`src/rtl/fp_multiplier_param.sv`:
```
// Multi-cycle IEEE-754 multiplier with parametrised field widths, four rounding
// modes, subnormal support and a start/done handshake; one operation in flight.
module fp_multiplier_param #(
  parameter int EXP_W          = 8,
  parameter int MAN_W          = 23,
  parameter bit CANON_NAN_SIGN = 1'b0
) (
  input  logic                 clk,
  input  logic                 rst_n,
  input  logic                 start_i,
  input  logic [1:0]           rnd_mode_i,
  input  logic [EXP_W+MAN_W:0] a_i,
  input  logic [EXP_W+MAN_W:0] b_i,
  output logic [EXP_W+MAN_W:0] product_o,
  output logic                 done_o,
  output logic                 busy_o,
  output logic                 nan_o,
  output logic                 infinit_o,
  output logic                 overflow_o,
  output logic                 underflow_o,
  output logic                 inexact_o
);

  localparam int W   = 1 + EXP_W + MAN_W;
  localparam int XW  = EXP_W + 3;
  localparam int PW  = 2 * MAN_W + 2;
  localparam int LZW = $clog2(MAN_W + 2);
  localparam int SHW = $clog2(MAN_W + 4);

  typedef logic signed [XW-1:0] sexp_t;
  typedef enum logic [1:0] {RNE, RTZ, RUP, RDN} rnd_t;
  typedef enum logic [2:0] {S_IDLE, S_UNPACK, S_MULT, S_NORM, S_ROUND, S_DONE} state_t;

  localparam sexp_t            BIAS     = sexp_t'((1 << (EXP_W - 1)) - 1);
  localparam sexp_t            EXP_TOP  = sexp_t'((1 << EXP_W) - 1);
  localparam sexp_t            SH_MAX   = sexp_t'(MAN_W + 3);
  localparam sexp_t            ONE      = sexp_t'(1);
  localparam logic [EXP_W-1:0] EXP_ONES = '1;
  localparam logic [EXP_W-1:0] EXP_MAXF = {{(EXP_W-1){1'b1}}, 1'b0};
  localparam logic [W-1:0]     QNAN     = {CANON_NAN_SIGN, EXP_ONES, 1'b1, {(MAN_W-1){1'b0}}};

  function automatic logic [LZW-1:0] lzc(input logic [MAN_W:0] m);
    logic [LZW-1:0] n;
    n = LZW'(MAN_W + 1);
    for (int i = 0; i <= MAN_W; i++)
      if (m[i]) n = LZW'(MAN_W - i);
    return n;
  endfunction

  // Subnormals are shifted up so the hidden-bit position is always set,
  // which keeps the product's leading one in one of two known positions.
  function automatic void prenorm(input  logic [EXP_W-1:0] e,
                                  input  logic [MAN_W-1:0] f,
                                  output logic [MAN_W:0]   man,
                                  output sexp_t            ex);
    logic [LZW-1:0] lz;
    lz = lzc({1'b0, f});
    if (e == '0) begin
      man = {1'b0, f} << lz;
      ex  = ONE - BIAS - sexp_t'(lz);
    end else begin
      man = {1'b1, f};
      ex  = sexp_t'(e) - BIAS;
    end
  endfunction

  state_t state, state_next;

  logic [W-1:0]     a_q, b_q;
  rnd_t             rnd_q;
  logic             sign_q, byp_q, byp_nan_q, byp_inf_q;
  logic [W-1:0]     byp_val_q;
  logic [MAN_W:0]   man_a_q, man_b_q;
  sexp_t            exp_a_q, exp_b_q;
  logic [PW-1:0]    prod_q;
  sexp_t            prod_exp_q;
  logic [PW-2:0]    norm_man_q;
  logic             norm_sticky_q;
  sexp_t            norm_exp_q;
  logic [W-1:0]     product_q;
  logic             nan_q, inf_q, ovf_q, unf_q, inx_q;

  // ---------------- FSM ----------------
  // NOTE: registers use non-blocking assignments so every flop samples pre-edge values.
  always_ff @(posedge clk or negedge rst_n) begin
    if (!rst_n) state <= S_IDLE;
    else        state <= state_next;
  end

  always_comb begin
    state_next = state;
    case (state)
      S_IDLE:   if (start_i) state_next = S_UNPACK;
      S_UNPACK: state_next = S_MULT;
      S_MULT:   state_next = S_NORM;
      S_NORM:   state_next = S_ROUND;
      S_ROUND:  state_next = S_DONE;
      S_DONE:   state_next = S_IDLE;
      default:  state_next = S_IDLE;
    endcase
  end

  always_comb begin
    done_o = (state == S_DONE);
    busy_o = (state != S_IDLE);
  end

  // ---------------- UNPACK ----------------
  logic             sign_a, sign_b, sign_r;
  logic [EXP_W-1:0] efld_a, efld_b;
  logic [MAN_W-1:0] frac_a, frac_b;
  logic             nan_a, nan_b, inf_a, inf_b, zero_a, zero_b;
  logic [MAN_W:0]   man_a, man_b;
  sexp_t            exp_a, exp_b;
  logic             byp, byp_nan, byp_inf;
  logic [W-1:0]     byp_val;

  assign {sign_a, efld_a, frac_a} = a_q;
  assign {sign_b, efld_b, frac_b} = b_q;
  assign sign_r = sign_a ^ sign_b;

  // NOTE: every variable gets a default before any branch, so no latch is inferred.
  always_comb begin
    nan_a  = (efld_a == EXP_ONES) && (frac_a != '0);
    nan_b  = (efld_b == EXP_ONES) && (frac_b != '0);
    inf_a  = (efld_a == EXP_ONES) && (frac_a == '0);
    inf_b  = (efld_b == EXP_ONES) && (frac_b == '0);
    zero_a = (efld_a == '0) && (frac_a == '0);
    zero_b = (efld_b == '0) && (frac_b == '0);
    prenorm(efld_a, frac_a, man_a, exp_a);
    prenorm(efld_b, frac_b, man_b, exp_b);
    byp     = 1'b1;
    byp_nan = 1'b0;
    byp_inf = 1'b0;
    byp_val = '0;
    if (nan_a || nan_b) begin
      byp_val = QNAN;
      byp_nan = 1'b1;
    end else if ((inf_a && zero_b) || (inf_b && zero_a)) begin
      byp_val = QNAN;
      byp_nan = 1'b1;
      byp_inf = 1'b1;
    end else if (inf_a || inf_b) begin
      byp_val = {sign_r, EXP_ONES, {MAN_W{1'b0}}};
      byp_inf = 1'b1;
    end else if (zero_a || zero_b) begin
      byp_val = {sign_r, {(W-1){1'b0}}};
    end else begin
      byp = 1'b0;
    end
  end

  // ---------------- MULT ----------------
  logic [PW-1:0] prod;
  sexp_t         prod_exp;

  assign prod     = PW'(man_a_q) * PW'(man_b_q);
  assign prod_exp = exp_a_q + exp_b_q + BIAS;

  // ---------------- NORM ----------------
  logic [PW-1:0]  pn, pmask;
  logic           sticky_n;
  sexp_t          exp_n, shift_amt;
  logic [SHW-1:0] sh;

  always_comb begin
    pn        = prod_q;
    exp_n     = prod_exp_q;
    sticky_n  = 1'b0;
    shift_amt = '0;
    sh        = '0;
    pmask     = '0;
    if (prod_q[PW-1]) begin
      pn       = prod_q >> 1;
      exp_n    = prod_exp_q + ONE;
      sticky_n = prod_q[0];
    end
    // Tiny result: denormalise so the fraction lines up with exponent field 0.
    if (exp_n < ONE) begin
      shift_amt = ONE - exp_n;
      sh        = (shift_amt > SH_MAX) ? SHW'(SH_MAX) : SHW'(shift_amt);
      pmask     = (PW'(1) << sh) - PW'(1);
      sticky_n  = sticky_n | (|(pn & pmask));
      pn        = pn >> sh;
      exp_n     = '0;
    end
  end

  // ---------------- ROUND ----------------
  logic [PW-1:0]    ext;
  logic [MAN_W:0]   man_r;
  logic             g, r, s, inc, carry;
  logic [MAN_W+1:0] rounded;
  sexp_t            exp_r;
  logic [MAN_W-1:0] frac_r;
  logic             ovf_r, unf_r, inx_r;
  logic [W-1:0]     res_r, max_fin, inf_val;

  always_comb begin
    ext     = {norm_man_q, norm_sticky_q};
    man_r   = ext[PW-1:MAN_W+1];
    g       = ext[MAN_W];
    r       = ext[MAN_W-1];
    s       = |ext[MAN_W-2:0];
    inx_r   = g | r | s;
    inc     = 1'b0;
    case (rnd_q)
      RNE: inc = g & (r | s | man_r[0]);
      RTZ: inc = 1'b0;
      RUP: inc = inx_r & ~sign_q;
      RDN: inc = inx_r & sign_q;
    endcase
    rounded = {1'b0, man_r} + (MAN_W+2)'(inc);
    carry   = rounded[MAN_W+1];
    // A subnormal that rounds into the hidden bit becomes the minimum normal.
    if (norm_exp_q == '0) exp_r = sexp_t'(rounded[MAN_W]);
    else                  exp_r = norm_exp_q + sexp_t'(carry);
    frac_r  = carry ? rounded[MAN_W:1] : rounded[MAN_W-1:0];
    ovf_r   = (exp_r >= EXP_TOP);
    unf_r   = !ovf_r && (exp_r == '0) && inx_r;
    max_fin = {sign_q, EXP_MAXF, {MAN_W{1'b1}}};
    inf_val = {sign_q, EXP_ONES, {MAN_W{1'b0}}};
    res_r   = {sign_q, exp_r[EXP_W-1:0], frac_r};
    if (ovf_r) begin
      inx_r = 1'b1;
      case (rnd_q)
        RNE: res_r = inf_val;
        RTZ: res_r = max_fin;
        RUP: res_r = sign_q ? max_fin : inf_val;
        RDN: res_r = sign_q ? inf_val : max_fin;
      endcase
    end
  end

  // ---------------- Datapath registers ----------------
  always_ff @(posedge clk or negedge rst_n) begin
    if (!rst_n) begin
      a_q           <= '0;
      b_q           <= '0;
      rnd_q         <= RNE;
      sign_q        <= 1'b0;
      byp_q         <= 1'b0;
      byp_nan_q     <= 1'b0;
      byp_inf_q     <= 1'b0;
      byp_val_q     <= '0;
      man_a_q       <= '0;
      man_b_q       <= '0;
      exp_a_q       <= '0;
      exp_b_q       <= '0;
      prod_q        <= '0;
      prod_exp_q    <= '0;
      norm_man_q    <= '0;
      norm_sticky_q <= 1'b0;
      norm_exp_q    <= '0;
      product_q     <= '0;
      nan_q         <= 1'b0;
      inf_q         <= 1'b0;
      ovf_q         <= 1'b0;
      unf_q         <= 1'b0;
      inx_q         <= 1'b0;
    end else begin
      case (state)
        S_IDLE: if (start_i) begin
          a_q   <= a_i;
          b_q   <= b_i;
          rnd_q <= rnd_t'(rnd_mode_i);
        end
        S_UNPACK: begin
          sign_q    <= sign_r;
          byp_q     <= byp;
          byp_nan_q <= byp_nan;
          byp_inf_q <= byp_inf;
          byp_val_q <= byp_val;
          man_a_q   <= man_a;
          man_b_q   <= man_b;
          exp_a_q   <= exp_a;
          exp_b_q   <= exp_b;
        end
        S_MULT: begin
          prod_q     <= prod;
          prod_exp_q <= prod_exp;
        end
        S_NORM: begin
          norm_man_q    <= pn[PW-2:0];
          norm_sticky_q <= sticky_n;
          norm_exp_q    <= exp_n;
        end
        S_ROUND: begin
          if (byp_q) begin
            product_q <= byp_val_q;
            nan_q     <= byp_nan_q;
            inf_q     <= byp_inf_q;
            ovf_q     <= 1'b0;
            unf_q     <= 1'b0;
            inx_q     <= 1'b0;
          end else begin
            product_q <= res_r;
            nan_q     <= 1'b0;
            inf_q     <= 1'b0;
            ovf_q     <= ovf_r;
            unf_q     <= unf_r;
            inx_q     <= inx_r;
          end
        end
        default: ;
      endcase
    end
  end

  assign product_o   = product_q;
  assign nan_o       = nan_q;
  assign infinit_o   = inf_q;
  assign overflow_o  = ovf_q;
  assign underflow_o = unf_q;
  assign inexact_o   = inx_q;

endmodule

```
`config.mk`:
```
export PLATFORM = sky130hd
export DESIGN_NAME = fp_multiplier_param
export DESIGN_NICKNAME = d
export VERILOG_FILES = /design/src/rtl/fp_multiplier_param.sv
export SDC_FILE = /design/constraint.sdc
export NUM_CORES = 2
export LEC_CHECK = 0
export CORE_MARGIN = 1.5
export CORE_UTILIZATION = 55
export CTS_BUF_LIST = sky130_fd_sc_hd__clkbuf_8
export CTS_CLUSTER_SIZE = 25
export DETAILED_ROUTE_END_ITERATION = 10
export PLACE_DENSITY = 0.81
export SLEW_MARGIN = 10
export SYNTH_ARGS = -nofsm -noshare
export SYNTH_HDL_FRONTEND = slang
export SYNTH_SLANG_ARGS = --single-unit
```
`constraint.sdc`:
```
create_clock -name clk -period 19 [get_ports clk]
set_input_delay 1.9 -clock clk [delete_from_list [all_inputs] [get_ports clk]]
set_output_delay 1.9 -clock clk [all_outputs]
set_load 0.01 [all_outputs]
```
== Word level (Yosys, flattened, before mapping) ==
Index checks and enable logic that the tools add are counted.
Storage, ports and cells
  bits in registers: 330
  input bits: 69
  word-level logic and storage cells: 180
Cells by class
  mux-type cells: 86
  order comparisons: 3
  multiply operators: 1
  shift-type cells: 4
  add/sub/neg operators: 11
  eq/ne operators: 11
  reductions and logical operators: 29
  bitwise operators: 11
Operators by type and width (count)
  $mux W32: 8
  $mux W5: 45
  $pmux W32 S4: 1
  $mux W47: 2
  $mux W11: 5
  $and A48 B48 Y48: 1
  $mul A24 B24 Y48: 1
  $mux W24: 2
  $reduce_or A48 Y1: 1
  $shl A1 B5 Y48 const A: 1
  $shl A23 B5 Y24: 2
  $sub A48 B2 Y48 const B: 1
  $shr A47 B5 Y47: 1
  $logic_not A23 Y1: 2
  $reduce_bool A23 Y1: 2
  $add A24 B1 Y25: 1
  $mux W23: 1
  $logic_not A11 Y1: 2
  $reduce_or A22 Y1: 1
  $sub A8 B6 Y9 const A: 2
  $sub A8 B7 Y9 const B: 2
  $mux W1: 17
  $eq A8 B8 Y1 const B: 2
  $logic_not A8 Y1: 2
  29 further kinds: 51

== Longest topological paths before layout ==
  word-level depth: 25
  gate-level depth with buffers: 31

== Worst setup path after synthesis ==
Ideal clock, no wire load.
  path type: reg-to-reg
  from: register man_b_q[9]
  to: register prod_q[46]
  buffers on the path: 1
  data arrival time: 7193 ps
  period minus slack after synthesis: 7276 ps
  path slack: 11724 ps
  cell stages (with the launch flop): 28
  path through: dfrtp_1 -> clkbuf_1 -> nand2_1 -> fa_1 -> inv_1 -> fa_1 -> inv_1 -> fa_1 -> inv_1 -> fa_1 -> inv_1 -> fa_1 -> fa_1 -> inv_1 -> fa_1 -> ha_1 -> a2111o_1 -> or3_1 -> a31oi_1 -> o211ai_1 -> a311oi_1 -> o21ai_0 -> a31oi_1 -> o311a_1 -> nor3_1 -> nor4b_1 -> nor3_1 -> o21ai_0
On the way
  longest elaborated chain between the ends: 1
Ends and longest elaborated chain
  from (decl): line 73  | logic [MAN_W:0] man_a_q, man_b_q;
  from (signal assigned): line 275  | man_b_q <= man_b;
  $mul A24 B24 Y48: line 157  | assign prod = PW'(man_a_q) * PW'(man_b_q);
  to (signal assigned): line 280  | prod_q <= prod;
  to (decl): line 75  | logic [PW-1:0] prod_q;
Every way passes these cells.
A chain may end at the register's enable or synchronous reset.

== Worst setup path after layout ==
Same ends and word-level chain as after synthesis.

==> impl_metrics.json <==
{
  "dieHeight_um": 268.2,
  "port-buffer-count": 107,
  "ys_seq_area_frac": 0.1915,
  "rows": 97,
  "skew_ps": 44.99,
  "core_um2": 69790,
  "gp_congestion": 1.003,
  "setup_viol": 0,
  "first_iter_violations": 3101,
  "synth.distinct_cells": 92,
  "cts_made_buffers": 54,
  "tns_ps": 0,
  "rsz0062_at_grt": "false",
  "yosys_warnings": 0,
  "cp.required_ps": 19580,
  "ys_ff_latch": 296,
  "relSlewSlack": 0.1888,
  "setup.worst_path.start": "man_b_q[9]",
  "clk-insertion-delay-late_ps": 680,
  "synth_edf_count": 0,
  "synth_area_leaders": "fa_1, dfrtp_1, ha_1, nand2_1, inv_1",
  "post_cts_buffers": 0,
  "arrival_ps": 8740,
  "syn_area_um2": 38690,
  "first_global_vias": 33470,
  "clk_pin_slew_worst_paths_ps": 60,
  "cts_buffer_depth": 3,
  "cts_root_buf": "clkbuf_8",
  "cp_max_fo": 25,
  "area_delta_synth_final_pct": 7.209,
  "hold_viol_final": 0,
  "die-area_um2": 71940,
  "ys.flop_type": "dfrtp_1",
  "r2r_start": "man_b_q[9]",
  "fmaxAchievable_mhz": 122.5,
  "vias": 32610,
  "postCtsResizedCells": 0,
  "hpwlAfterDp_um": 88600,
  "finalCriticalPeriod_ps": 8165,
  "yosysTopAreaCellShare": 0.2499,
  "min_period_over_period": 0.4298,
  "grt_max_degree": 113,
  "routed_wl_um": 117100,
  "fillers": 6057,
  "ioPinCount": 108,
  "initial_core_util": 0.5544,
  "antenna_found_initial": 0,
  "routedWlPerCell_um": 21.82,
  "synth_cells": 4436,
  "cts_tree": "yes",
  "hold_path_class": "flop to flop",
  "cp-end-kind": "flop",
  "cts_hold_buf": 0,
  "chipWidth_um": 268.2,
  "grt.total_usage": 0.3318,
  "tightest_slew_ps": 1217,
  "cts_sinks": 296,
  "critical_path_class": "flop to flop",
  "grt_pass1_wl_um": 185900,
  "status": "finished clean",
  "fin_nets": 5143,
  "drive_above_1_share": 0.06802,
  "via_per_inst": 6.078,
  "h-tree-depth": 2,
  "drv_cap": 0,
  "ant_nets": 0,
  "start_kind": "flop",
  "async_flop_share": 1.000,
  "n_antenna_cell": 0,
  "min-delay-start": "underflow_o",
  "drcViolationCount": 0,
  "first_pass_iters": 6,
  "synth_area_per_cell_um2": 8.721,
  "yosysTopAreaCell": "fa_1",
  "final-max-slew-violation-count": 0,
  "syn-num-nets": 5194,
  "overflow": 0
}
-- area by class of cell --
type / instances / area [um2] / share of cell area
tap: 940 / 1176 / 0.02836
inverter: 552 / 2072 / 0.04995
clock inverter: 31 / 251.5 / 0.006063
multi-input combinational: 3318 / 28180 / 0.6794
clock buffer: 65 / 894.6 / 0.02157
timing repair buffer: 163 / 1496 / 0.03608
sequential: 296 / 7408 / 0.1786
-- through the flow --
stage / util / setup WS (ps) / area (um2) / cells / hold WS [ps]
2_1_floorplan: - / 11720 / 38690 / 4436 / 446.5
3_3_place_gp: 0.5779 / 10960 / 40330 / 5269 / 455.3
3_5_place_dp: 0.5779 / 10860 / 40330 / 5269 / 465.4
4_1_cts: 0.5944 / 10880 / 41480 / 5365 / 484.2
5_1_grt: 0.5944 / 10340 / 41480 / 5365 / 499.1
6_report: 0.5944 / 10830 / 41480 / 5365 / 478.9
-- final timing paths --
path | depth (start not counted) | end | slack (ps)
worst min-delay path | 2 | underflow_o | 480
min in group asynchronous | 1 | product_o[5] | 1190
worst min register to register | 2 | underflow_o | 480
worst max-delay path | 26 | prod_q[46] | 10830
max in group asynchronous | 2 | a_q[16] | 16280
worst max register to register | 26 | prod_q[46] | 10830
-- per-layer routing --
metal,wire length [um],GRT usage
met4,5822,0.1556
met2,54510,0.5336
met5,0,0
met3,10970,0.07432
met1,45770,0.4264
-- state kept, by name, summed over array words and instances, names as in the netlist, 9 cells and up --
| signal | cells |
|---|---|
| a_q | 32 |
| b_q | 32 |
| exp_a_q | 9 |
| exp_b_q | 9 |
| man_a_q | 24 |
| man_b_q | 24 |
| norm_exp_q | 11 |
| norm_man_q | 47 |
| prod_exp_q | 11 |
| prod_q | 48 |
| product_o | 32 |
-- critical path: stages, from the launching register on --
cell,delay (ps)
dfrtp_1,930
nand2_1,210
fa_1,580
inv_1,50
fa_1,530
inv_1,50
fa_1,490
inv_1,50
fa_1,530
inv_1,50
fa_1,460
fa_1,520
inv_1,60
fa_1,430
ha_1,340
a2111o_1,450
or3_1,320
a31oi_1,210
o211ai_1,150
a311oi_1,260
o21ai_0,170
a31oi_1,410
o311a_1,220
nor3_1,80
nor4b_1,300
nor3_1,90
o21ai_0,140
-- Yosys cell counts, drive strengths merged (7+ instances only) --
cell    count
nand2b     15
a311oi     10
xor2       48
xnor2      74
clkbuf    225
a22oi       7
o21a       20
or3        15
fa        483
a221oi     26
a221o       8
nor2b      11
inv       551
o22ai      17
a31oi      28
a211oi     26
and4        7
a211o      13
mux2i     171
nand2     643
o211ai     25
nor4       24
a21oi     189
and3       32
buf        45
and2      236
ha        206
a22o       25
o21ai     282
o21bai     19
nand4      20
nand3      74
a21o       38
nor2      210
mux2      117
dfrtp     296
a21boi      8
o31ai      23
nor3       79
-- kinds of logic (layout without fill, tap and decap cells) --
family	Yosys count	after routing	share of synthesized area
buffers and inverters	822	811	0.08127
adder cells (fa/ha/maj)	689	689	0.3165
AND/OR/NAND/NOR	1391	1391	0.1671
flip-flops	296	296	0.1915
multiplexers	291	291	0.08004
XOR/XNOR	122	122	0.02801
AO/OA/AOI/OAI	825	825	0.1356
-- placed cells by master, fill, tap and decap left out, drive strengths merged, types with 8 or more instances in the layout --
cell type and instances:
a21oi 189, or3 15, mux2i 171, nand2b 15
a221oi 26, and2 236, ha 206, a211o 13
a211oi 26, a22o 25, a221o 8, nand2 643
xor2 48, nand4 20, a21boi 8, nor2b 11
dfrtp 296, o21bai 19, clkinv 9, nor4 24
clkdlybuf4s50 106, a21o 38, clkbuf 65, inv 569
o21a 20, a311oi 10, and3 32, a31oi 28
nor3 79, o31ai 23, nand3 74, o211ai 25
o21ai 282, xnor2 74, buf 57, mux2 117
fa 483, nor2 210, o22ai 17
Power is not shown: default switching activity piles up to over one toggle a cycle in this logic, so the estimate is an artifact.
